`config.mk`:
```
export PLATFORM = sky130hd
export DESIGN_NAME = pointer_register
export DESIGN_NICKNAME = d
export VERILOG_FILES = /design/src/rtl/pointer_register.sv
export SDC_FILE = /design/constraint.sdc
export NUM_CORES = 1
export LEC_CHECK = 0
export CAP_MARGIN = 20
export CORE_MARGIN = 2
export CORE_UTILIZATION = 50
export DETAILED_ROUTE_END_ITERATION = 6
export PLACE_DENSITY = 0.81
export SYNTH_ARGS = -nofsm -noshare
export SYNTH_HDL_FRONTEND = slang
export SYNTH_SLANG_ARGS = --single-unit
```
`constraint.sdc`:
```
create_clock -name clk -period 3.1 [get_ports clk]
set_clock_uncertainty 0.1 [all_clocks]
set_input_delay 0.62 -clock clk [delete_from_list [all_inputs] [get_ports clk]]
set_output_delay 0.62 -clock clk [all_outputs]
set_load 0.02 [all_outputs]
```
`src/rtl/pointer_register.sv`:
```
// pointer_register: read-address sequencer for the binary-code-modulation
// display path. Scans every pixel of a bit-plane, repeats that scan
// 2^plane times, then moves to the next plane, wrapping after the last one.
module pointer_register #(
  parameter int PLANE_W = 3,
  parameter int INDEX_W = 5,
  parameter int ADDR_W  = PLANE_W + INDEX_W
) (
  input  logic              clk,
  input  logic              rst_n,
  output logic [ADDR_W-1:0] address
);

  // Pass counter is wide enough to hold 2^(top plane) - 1.
  localparam int REP_W = (2 ** PLANE_W) - 1;

  localparam logic [INDEX_W-1:0] INDEX_MAX = '1;
  localparam logic [PLANE_W-1:0] PLANE_MAX = '1;
  localparam logic [REP_W:0]     REP_ONE   = {{REP_W{1'b0}}, 1'b1};

  logic [PLANE_W-1:0] plane;
  logic [INDEX_W-1:0] index;
  logic [REP_W-1:0]   rep;

  logic [PLANE_W-1:0] planeNext;
  logic [INDEX_W-1:0] indexNext;
  logic [REP_W-1:0]   repNext;

  // One bit wider than rep so the shift for the top plane is not truncated.
  logic [REP_W:0]     repLimit;
  logic               lastPixel;
  logic               lastPass;
  logic               lastPlane;

  // Decode where we are in the scan: end of row, final pass of plane, top plane.
  always_comb begin
    repLimit  = (REP_ONE << plane) - REP_ONE;
    lastPixel = (index == INDEX_MAX);
    lastPass  = ({1'b0, rep} == repLimit);
    lastPlane = (plane == PLANE_MAX);
  end

  // Step the pointer: advance pixel, else repeat scan, else next plane, else wrap.
  always_comb begin
    planeNext = plane;
    indexNext = index;
    repNext   = rep;
    if (!lastPixel) begin
      indexNext = index + 1'b1;
    end else if (!lastPass) begin
      indexNext = '0;
      repNext   = rep + 1'b1;
    end else if (!lastPlane) begin
      indexNext = '0;
      repNext   = '0;
      planeNext = plane + 1'b1;
    end else begin
      indexNext = '0;
      repNext   = '0;
      planeNext = '0;
    end
  end

  // Sequencer state; reset restarts the frame from the first pixel of plane 0.
  always_ff @(posedge clk or negedge rst_n) begin
    if (!rst_n) begin
      plane <= '0;
      index <= '0;
      rep   <= '0;
    end else begin
      plane <= planeNext;
      index <= indexNext;
      rep   <= repNext;
    end
  end

  // Address comes straight from the registers, so it is glitch-free.
  assign address = {plane, index};

endmodule

```
==> After elaboration in Yosys (flattened, before gate mapping) <==
Cells that the tools add are included.
{ "word_totals": {"word_cells": 15, "register_bits": 15} }
{ "classes": {"shift": 1, "reduce_logical": 1, "mux": 3, "addsub": 4, "eq_ne": 3} }
{ "op_table": {"columns": ["cell", "n"], "rows": [
  ["$eq 7x8->1", 1],
  ["$shl 1x3->8 const A", 1],
  ["$sub 8x1->8 const B", 1],
  ["$add 7x1->7 const B", 1],
  ["$mux 7", 1],
  ["$add 5x1->5 const B", 1],
  ["$eq 5x5->1 const B", 1],
  ["$mux 5", 1],
  ["$add 3x1->3 const B", 1],
  ["$eq 3x3->1 const B", 1],
  ["$mux 3", 1],
  ["$reduce_and 2->1", 1]
]} }

==> Depth between registers and ports, before layout <==
Gate-level depths: netlist (run 1).
{ "depth": {"ltp_word": 4, "depth_mapped": 11, "ltp_nobuf": 10} }

==> Worst setup path before layout (run 1) <==
OpenSTA, ideal clock, no wires.
{ "synth_timing": {"kind": "register to register", "from": "register plane[0]", "to": "register plane[0]", "t_required_ns": 2.872, "t_arrival_ns": 2.669, "slack_ns": 0.203, "setup_time_ns": 0.128, "stages_incl_launch_ff": 12, "period_less_slack_ns": 2.897, "path_cell_list": "dfrtp_1 -> inv_1 -> ha_1 -> clkbuf_2 -> nand2_1 -> ha_1 -> nand2b_4 -> o311ai_0 -> o31ai_2 -> xnor2_2 -> nor4_4 -> mux2_1"} }
{ "synth_via": {"elab_chain_cells": 4, "word_cells_on_any_way": 7, "cone_classes": "add/sub: 2; eq/ne: 2; shift: 1; mux: 1; reduce/logical: 1"} }
{ "synth_rtl": {"columns": ["item", "line_no", "rtl"], "rows": [
  ["from (decl)", "21", "logic [PLANE_W-1:0] plane;"],
  ["from (signal assigned)", "71", "plane <= planeNext;"],
  ["$shl 1x3->8", "37", "repLimit = (REP_ONE << plane) - REP_ONE;"],
  ["$sub 8x1->8", "37", null],
  ["$eq 7x8->1", "39", "lastPass = ({1'b0, rep} == repLimit);"],
  ["$reduce_and 2->1 (no source line)", null, null]
]} }
Parallel ways exist; a longest one is shown, timed or not.
A chain may end at the register's enable or synchronous reset.

==> Worst setup path after layout (run 1) <==
Ends and elaborated chain as after synthesis.

==> metrics.txt, run 1 <==
layout overhead on the synthesized area=14.1%; CP dominant cell by count=ha_1; Yosys top cell area share=36.5%; commonest register cell after synthesis=dfrtp_1; post-synthesis sequential area ratio=36.5%; post-synthesis area per instance=9.88 um^2; Tcrit/Tclk final=91.3%; worst reg2reg setup slack=0.27 ns; First-pass DRT Iterations=4; launch point of the worst path=plane[0]; Critical Path RT=about 3.2 ns; largest net degree at the start of global routing=21; Post-synth top cells=15 x dfrtp_1, 10 x ha_1, 8 x xnor2_1, 7 x nand3_1, 7 x nor2_1; initial antenna violation count=0; 1st-iter DRT viols=19; Hold-fix buffers, CTS=0; Core Util, Final=about three fifths; H-tree Lvls=1; CTS Root Cell=clkbuf_4; Crit Path Max Fanout=7; Peak VDD IR=261 uV; routability cong.=0.842; r2r worst-path depth=10; DPL Wire Length=1420 um; Routed WL=between 1500 and 2000 um; worst r2r src=plane[0]; met2 routed wirelength=865 um; Worst setup endpoint=plane[0]; Mapped Area=1030 um^2; RSZ-0062 raised after global routing=false; largest cells by area after synthesis=dfrtp_1 37%, ha_1 12%, xnor2_1 6.8%, nor4_4 4.1%, nand3_1 3.4%; uppermost layer routed=met4; Post CTS Setup Buffer Count=0; WS Path Type=reg2reg; net switching power figure=between 0.00006 and 0.00007 W; GRT overflow=0; TritonCTS clock tree=yes; drt via density=5.49; die width=roughly 50 um; Post-synth EDFFs=0; Least-Margin Pin Slew=0.658 ns; M1 WL=887 um; full die area=2430 um^2; drt drc=0; PwrDens=roughly 270 nW/um^2; Ports=10; met3 wire length=approximately 68 um; vias=779; gr usage total=18.9%; Yosys reg bits=15; post-DR wirelength/cell=13.3 um; R2R Path End=plane[0]; Slew Viols, Final=0; Synth Instances=104; clk buf depth=2; Fmax achieved=0.353 GHz; Antenna Cells=0; cells along the critical path=inv_1, ha_1, nand2_1, ha_1, nand2b_4, o311ai_1, o31ai_2, xnor2_2, nor4_4, mux2_1; Async SR Flop Fraction=100%; Starting Density=roughly 53%; Worst EP arrival=2.90 ns; Min-Delay Path Class=reg2reg; fin nets=128; Port-buffer cells=9; core area=1940 um^2; combinational fraction of design power=1.5%; largest area contributor in the netlist=dfrtp_1; Crit. End Element=register; most frequent cell after synthesis=dfrtp_1; Worst path max stage delay=roughly 0.44 ns; clock latency on the worst-skew pair=around 0.29 ns; post-route ant nets=0; Num CTS Buffers=3; slowest CP cell=dfrtp_1; Flop pwr share=between 60% and 70%; worst relative slew slack=56.0%; # clock sinks=15; Worst setup SP type=register; Hold Fails Final Rpt=0; Pint=around 0.00025 W; outcome=complete, no violations; Final setup viols=0; Top delay family on crit path=simple AND/OR/NAND/NOR gates; vias in the first global route=between 800 and 900; Synth Net Count=116; post-route setup TNS=0 ns; Max Cap Viol=0; Final Critical Period=about 2.8 ns; Pleak=0.515 nW; die height=49.3 um; Clk network pwr share=35.6%; Resized cells post-CTS=0; Distinct cells, synth=32; Switching Fraction=20.7%; standard-cell rows=16; Yosys Warn Count=0; number of cells on the critical path=10; CP bufs+invs=1; layout cells sized above 1=8.70%; CTS clk-pin slew, worst paths=around 0.090 ns; first-pass GRT wire length=3510 um
registers in the layout (all words and copies together) (netlist names):
register	count
rep	7
index	5
plane	3
cell type report:
type,count,area [um^2]
multi-input combinational,80,617
fill,171,769
clock buffer,4,26.3
sequential,15,375
tap,27,33.8
inverter,6,22.5
timing repair buffer,10,97.6
layout by cell type (no fill, tap or decap), types with 2 or more instances in the layout:
master	n
a21oi_1	6
and3_1	3
clkbuf_4	3
clkdlybuf4s50_1	9
dfrtp_1	15
ha_1	10
inv_1	5
mux2_1	2
nand2_1	6
nand2b_1	2
nand3_1	7
nor2_1	7
nor3_1	2
nor3b_1	2
nor4_4	2
o21a_1	2
o21ai_0	3
o22ai_1	3
xnor2_1	8
xor2_1	4
cells by family after synthesis:
family	after synthesis	synth area share [%]
simple gates	34	20.3
compound gates	20	12.5
xor+xnor	13	11.8
fa+ha+maj	10	12.2
flops	15	36.5
buf+inv	9	3.41
mux	3	3.17
through the flow:
step	setup WS, ns	cell area, um^2	power [W]	std cells	hold slack (ns)
after floorplan	0.203	1030	0.000199	104	0.224
after global placement	0.296	1150	0.000204	138	0.373
after detailed placement	0.152	1150	0.000204	138	0.384
after CTS	0.158	1170	0.000316	142	0.401
after global routing	0.0878	1170	0.000322	142	0.429
final	0.271	1170	0.000311	142	0.395
worst min path at each step:
stage / slack, ns / endpoint / startpoint / cells past startpoint
floorplan: 0.22 / index[0] / rst_n / 0
global placement: 0.37 / index[0] / index[0] / 1
detailed placement: 0.38 / index[0] / index[0] / 1
CTS: 0.40 / index[0] / index[0] / 1
global route: 0.43 / index[4] / index[4] / 1
finish: 0.40 / index[0] / index[0] / 1
layer usage:
layer	global-route usage [%]	up-vias
met1	23.2	366
met5	0	-
met3	3.68	7
li1	-	386
met4	11.9	0
met2	30.2	20
worst reg2reg max path: stages (launching register included):
cell and delay [ns]:
dfrtp_1 0.44, inv_1 0.09, ha_1 0.29, nand2_1 0.14, ha_1 0.24, nand2b_4 0.09, o311ai_1 0.29, o31ai_2 0.15
xnor2_2 0.19, nor4_4 0.35, mux2_1 0.36
power groups by stage:
stage                     Sequential [W]  Combinational [W]  Clock, W
after CTS                       0.000195         0.00000499  0.000115
after floorplan                 0.000199     0.000000000272         0
after global placement          0.000199         0.00000491         0
final                           0.000195         0.00000469  0.000111
after detailed placement        0.000199         0.00000504         0
after global routing            0.000196         0.00000576  0.000121
No activity file was read; power rests on OpenSTA's default activity.
==> run 2: changes to the inputs <==
--- a/config.mk
+++ b/config.mk
@@ -13,3 +13,4 @@
 export SYNTH_ARGS = -nofsm -noshare
 export SYNTH_HDL_FRONTEND = slang
 export SYNTH_SLANG_ARGS = --single-unit
+export TNS_END_PERCENT = 30
==> results of run 2 <==
No change in the layout: final DEF, timing and power equal those of run 1.
==> run 3: changes to the inputs <==
--- a/config.mk
+++ b/config.mk
@@ -6,10 +6,12 @@
 export NUM_CORES = 1
 export LEC_CHECK = 0
 export CAP_MARGIN = 20
+export CELL_PAD_IN_SITES_DETAIL_PLACEMENT = 1
+export CELL_PAD_IN_SITES_GLOBAL_PLACEMENT = 1
 export CORE_MARGIN = 2
-export CORE_UTILIZATION = 50
+export CORE_UTILIZATION = 43
 export DETAILED_ROUTE_END_ITERATION = 6
-export PLACE_DENSITY = 0.81
+export PLACE_DENSITY = 0.87
 export SYNTH_ARGS = -nofsm -noshare
 export SYNTH_HDL_FRONTEND = slang
 export SYNTH_SLANG_ARGS = --single-unit
==> metrics.txt, run 3 (same netlist as run 1, synthesis figures left out) <==
Tcrit/Tclk final=91.5% (+0.22 points); post-DR wirelength/cell=15.0 um (+13%); Worst EP arrival=2.91 ns (about the same); fin nets=128 (unchanged); Port-buffer cells=9 (unchanged); routability cong.=0.768 (-8.7%); Worst setup SP type=register; First-pass DRT Iterations=4 (unchanged); multi-input logic area=617 um^2 (unchanged); Fmax achieved=0.353 GHz (-0.24%); clk buf depth=2 (unchanged); full die area=2800 um^2 (+15%); Min-Delay Path Class=reg2reg; Pleak=0.515 nW (unchanged); largest net degree at the start of global routing=21 (unchanged); fillers=269 (+57%); initial antenna violation count=0 (unchanged); worst relative slew slack=55.0% (-0.99 points); gr usage total=18.1% (-0.74 points); # clock sinks=15 (unchanged); die height=52.9 um (+7.2%); TritonCTS clock tree=yes; Final Critical Period=2.84 ns (+0.00671 ns); leading cell type in the layout, fill and taps excluded=dfrtp_1; Max Cap Viol=0 (unchanged); drt drc=0 (unchanged); core area=2230 um^2 (+15%); Core Util, Final=52.5% (-7.8 points); Biggest register=rep; WS Path Type=reg2reg; post-route setup TNS=0 ns (unchanged); PwrDens=266 nW/um^2 (+0.21%); Crit. End Element=register; Critical Path RT=3.18 ns (about the same); Ports=10 (unchanged); commonest cells after routing, fill and taps aside=15 x dfrtp_1, 10 x ha_1, 9 x clkdlybuf4s50_1, 8 x xnor2_1; register area=375 um^2 (unchanged); Antenna Cells=0 (unchanged); vias=785 (+0.77%); Starting Density=46.0% (-6.9 points); Hold Fails Final Rpt=0 (unchanged); Peak VDD IR=250 uV (-4.0%); DPL Wire Length=1760 um (+24%); total power=0.000312 W (+0.31%); post-route ant nets=0 (unchanged); Final setup viols=0 (unchanged); die width=52.9 um (+7.2%); CTS Root Cell=clkbuf_4; Slew Viols, Final=0 (unchanged); Crit Path Max Fanout=7 (unchanged); drt via density=5.49 (about the same); CTS clk-pin slew, worst paths=0.08 ns (about the same); Least-Margin Pin Slew=0.673 ns (+0.0147 ns); Top Registers=rep: 7 flops, index: 5 flops, plane: 3 flops; RSZ-0062 raised after global routing=false; Num CTS Buffers=3 (unchanged); Routed WL=2150 um (+14%); first-pass GRT wire length=3720 um (+5.9%); Hold-fix buffers, CTS=0 (unchanged); standard-cell rows=17 (+1); layout cells sized above 1=8.70% (unchanged); layout overhead on the synthesized area=14.3%; outcome=complete, no violations; vias in the first global route=841 (+2.7%); number of flip-flops in the largest register=7 (unchanged); GRT overflow=0 (unchanged); clock latency on the worst-skew pair=0.29 ns (about the same); H-tree Lvls=1 (unchanged); 1st-iter DRT viols=5 (-14)
-- run 3: cell counts in the layout (fill, tap and decap cells not counted) --
Identical to the previous run, type by type.
-- run 3: cell type report --
| type | count | area share, % |
|---|---|---|
| Timing Repair Buffer | 10 | 8.32 |
| Clock buffer | 4 | 2.24 |
| Sequential cell | 15 | 32.0 |
| Inverter | 6 | 1.92 |
| Tap cell | 28 | 2.99 |
| Multi-Input combinational cell | 80 | 52.6 |
-- run 3: final timing paths --
kind / slack, ns / cells past startpoint / endpoint / from
worst max-delay path: 0.26 / 10 / plane[1] / plane[0]
worst min-delay path: 0.40 / 1 / index[0] / index[0]
worst max register to register: 0.26 / 10 / plane[1] / plane[0]
worst min register to register: 0.40 / 1 / index[0] / index[0]
max in group asynchronous: 1.84 / 1 / index[0] / rst_n
min in group asynchronous: 0.64 / 1 / index[2] / rst_n
-- run 3: what timing repair did --
item                                    in CTS  in global routing
setup buffers                                0                  0
gates resized for setup                      0                  1
endpoints found under the setup margin       0                  4
-- run 3: metal layers --
layer / wire length [um] / up-vias / track usage, %
met5: 0 / - / 0
met2: 1090 / 10 / 32.3
met1: 976 / 383 / 21.8
li1: - / 388 / -
met3: 33 / 4 / 1.98
met4: 51 / 0 / 8.12
-- run 3: per-stage QoR --
| step | cells | cell area [um^2] | setup WS, ns | hold slack [ns] |
|---|---|---|---|---|
| 2_1_floorplan | 104 | 1030 | 0.203 | 0.224 |
| 3_3_place_gp | 139 | 1150 | 0.274 | 0.373 |
| 3_5_place_dp | 139 | 1150 | 0.107 | 0.390 |
| 4_1_cts | 143 | 1170 | 0.103 | 0.403 |
| 5_1_grt | 143 | 1170 | 0.0401 | 0.420 |
| 6_report | 143 | 1170 | 0.264 | 0.397 |
-- run 3: critical path, stage by stage, from the launching register on --
cell and delay, ns:
dfrtp_1 0.43, inv_1 0.09, ha_1 0.29, nand2_1 0.14, ha_1 0.23, nand2b_4 0.09, o311ai_1 0.28, o31ai_2 0.15
xnor2_2 0.19, nor4_4 0.36, mux2_1 0.35
-- run 3: power by group --
part           leakage, nW  switching, W   total [W]  internal [W]
Sequential           0.195             0    0.000195      0.000195
Combinational        0.305    0.00000367  0.00000477    0.00000110
Clock               0.0150     0.0000615    0.000112     0.0000501
Total                0.515     0.0000652    0.000312      0.000247
==> RTL change: new RTL, config.mk and constraints of run 3 <==
Put a register stage on the output `address`, with the module's reset. The value now appears one clock later.
--- a/src/rtl/pointer_register.sv
+++ b/src/rtl/pointer_register.sv
@@ -75,7 +75,13 @@
   end
 
   // Address comes straight from the registers, so it is glitch-free.
-  assign address = {plane, index};
+  always_ff @(posedge clk or negedge rst_n) begin
+    if (!rst_n) begin
+      address <= '0;
+    end else begin
+      address <= {plane, index};
+    end
+  end
 
 endmodule
 
Behaviour: not the same (Yosys sat finds a counterexample within 4 cycles, from zero or initial values and one cycle with rst_n low).
==> RTL change against run 3 <==
Setup slack got worse by 54 ps. Sequential power rose by 54%. Sequential cell count rose by 8. Area after synthesis rose by 19%. Hold slack got worse by 92 ps. Maximum frequency fell by 1.9%. Design area rose by 19%. Power rose by 43%. Synthesized cell count rose by 7.7%. Wire length rose by 17%. Largest power group unchanged.
==> RTL change: results (changes against run 3) <==
| Metric | Value |
|---|---|
| Outcome | finished, final reports clean |
| Post-synth top cells | 23 x dfrtp_1, 10 x ha_1, 8 x xnor2_1 |
| Iteration count of the initial detailed-routing pass | 4 (unchanged) |
| TritonCTS Buffers | 3 (unchanged) |
| Top cells by area, synth | dfrtp_1 47%, ha_1 10%, xnor2_1 5.7%, nor4_4 3.5%, nand3_1 2.9% |
| Top sig layer | met4 |
| Share of layout cells above drive strength 1 | 0.1040 (+0.01704) |
| Slowest Stage Delay on Critical Path | 480 ps (+50 ps) |
| Root buffer cell | clkbuf_4 |
| CTS H-Tree Depth | 1 (unchanged) |
| Vias per inst | 5.538 (+0.89%) |
| Area after DPL | 1366 um2 (+19%) |
| Post-synthesis sequential area ratio | 0.4689 (+0.1035) |
| Unique cell type count in the Yosys netlist | 32 (unchanged) |
| DRT met1 WL | 1142 um (+17%) |
| Worst Reg-to-Reg Cells | 10 (unchanged) |
| VDD IR max | 0.0002489 V (-0.57%) |
| Worst path arrival time | 2990 ps (+80 ps) |
| XOR/XNOR Fraction of Synth Area | 0.09888 (-0.01927) |
| Vias post-DR | 864 (+10%) |
| Worst skew pair latency | 310 ps (+20 ps) |
| Mux share of post-synthesis cell area | 0.02650 (-0.005165) |
| Met3 Wirelength | 29 um (-12%) |
| Routed length per instance | 16.05 um (+7.0%) |
| Pleak | 0.6292 nW (+22%) |
| First-pass GRT wire length | 4429 um (+19%) |
| GP Congestion | 0.7569 (-1.5%) |
| Pin count of the biggest net entering global routing | 22 (+4.8%) |
| Mapped Avg Cell Area | 10.96 um2 (+11%) |
| Post-synthesis async set-or-reset flop share | 1.000 (unchanged) |
| Hold Crit Depth | 0 (-1) |
| Post-synthesis compound-gate area fraction | 0.1050 (-0.02046) |
| Largest regs | address x8, rep x7, index x5 |
| Clock tree buffer depth | 2 (unchanged) |
| Met2 Track Usage GR | 0.2955 (-0.02746) |
| Dpl cells | 152 (+9.4%) |
| Slew headroom | 0.6773 (+0.1275) |
| Nets | 138 (+7.8%) |
| Initial antenna violation count | 0 (unchanged) |
| Synthesis warning total | 0 (unchanged) |
| Port Buffers | 9 (unchanged) |
| Vias in the first global route | 915 (+8.8%) |
| Synth Area in Adders | 0.1019 (-0.01987) |
| Post-CTS setup-driven buffer insertion count | 0 (unchanged) |
| HP Class | reg -> reg |
| Initial drt markers | 19 (+14) |
| Clk pin slew, worst setup/hold paths | 130 ps (+50 ps) |
| Synthesized Nets | 124 (+6.9%) |
| Pins Over Slew Limit | 0 (unchanged) |
| Routed wl met2 | 1314 um (+21%) |
| Critical path's slowest cell | dfrtp_1 |
| Met3 Track Usage GR | 0.02721 (+0.007437) |
| GRT Overall Usage | 0.1754 (-0.006082) |
| Cell family with most CP delay | adder cells |
| Worst-path maximum fanout | 7 (unchanged) |
| Met1 Use GR | 0.2293 (+0.01146) |
| Top FF cell, synth | dfrtp_1 |
| Post-DP HPWL | 1928 um (+9.3%) |
[RTL change: cell types whose count changed in the layout (fill, tap and decap cells not counted)]
| cell | change |
|---|---|
| dfrtp_1 | +8 |
| buf_4 | +2 |
| clkbuf_1 | -1 |
| clkinv_2 | +1 |
[RTL change: path summary, 6_finish.rpt]
kind                       startpoint         end  slack [ps]
hold reg to reg              index[4]  address[4]         300
max in group asynchronous       rst_n      rep[6]        2050
min in group asynchronous       rst_n  address[1]         360
setup / recovery             plane[0]    plane[0]         210
hold / removal               index[4]  address[4]         300
setup reg to reg             plane[0]    plane[0]         210
[RTL change: area by class of cell]
| type | instances | area (um2) |
|---|---|---|
| fillers | 300 | 1340 |
| multi-input cells | 80 | 616.8 |
| flip-flops and latches | 23 | 575.6 |
| repair buffers | 12 | 112.6 |
| well taps | 31 | 38.79 |
| clock buffers | 3 | 22.52 |
| inverters | 6 | 22.52 |
| clock inverters | 1 | 5.005 |
[RTL change: cells by family after synthesis]
group	Yosys count
simple gates	34
flops	23
compound gates	20
xor+xnor	13
fa+ha+maj	10
buf+inv	9
mux	3
[RTL change: repair_timing]
action	CTS	global route
gates resized for setup	1	0
setup endpoints to repair	2	4
pin swaps	0	2
hold endpoints to repair	0	0
[RTL change: report_power, final]
group	switching [mW]	internal [mW]	total [mW]
logic	0.00580	0.00195	0.00774
registers	0	0.300	0.300
clock network	0.0899	0.0481	0.138
[RTL change: stage by stage]
stage	setup slack, ps	hold slack [ps]
after floorplan	349.6	224.4
after global placement	275.3	273.2
after detailed placement	2.220	281.5
after CTS	80.70	312.7
after global routing	73.32	325.8
final	210.5	304.7
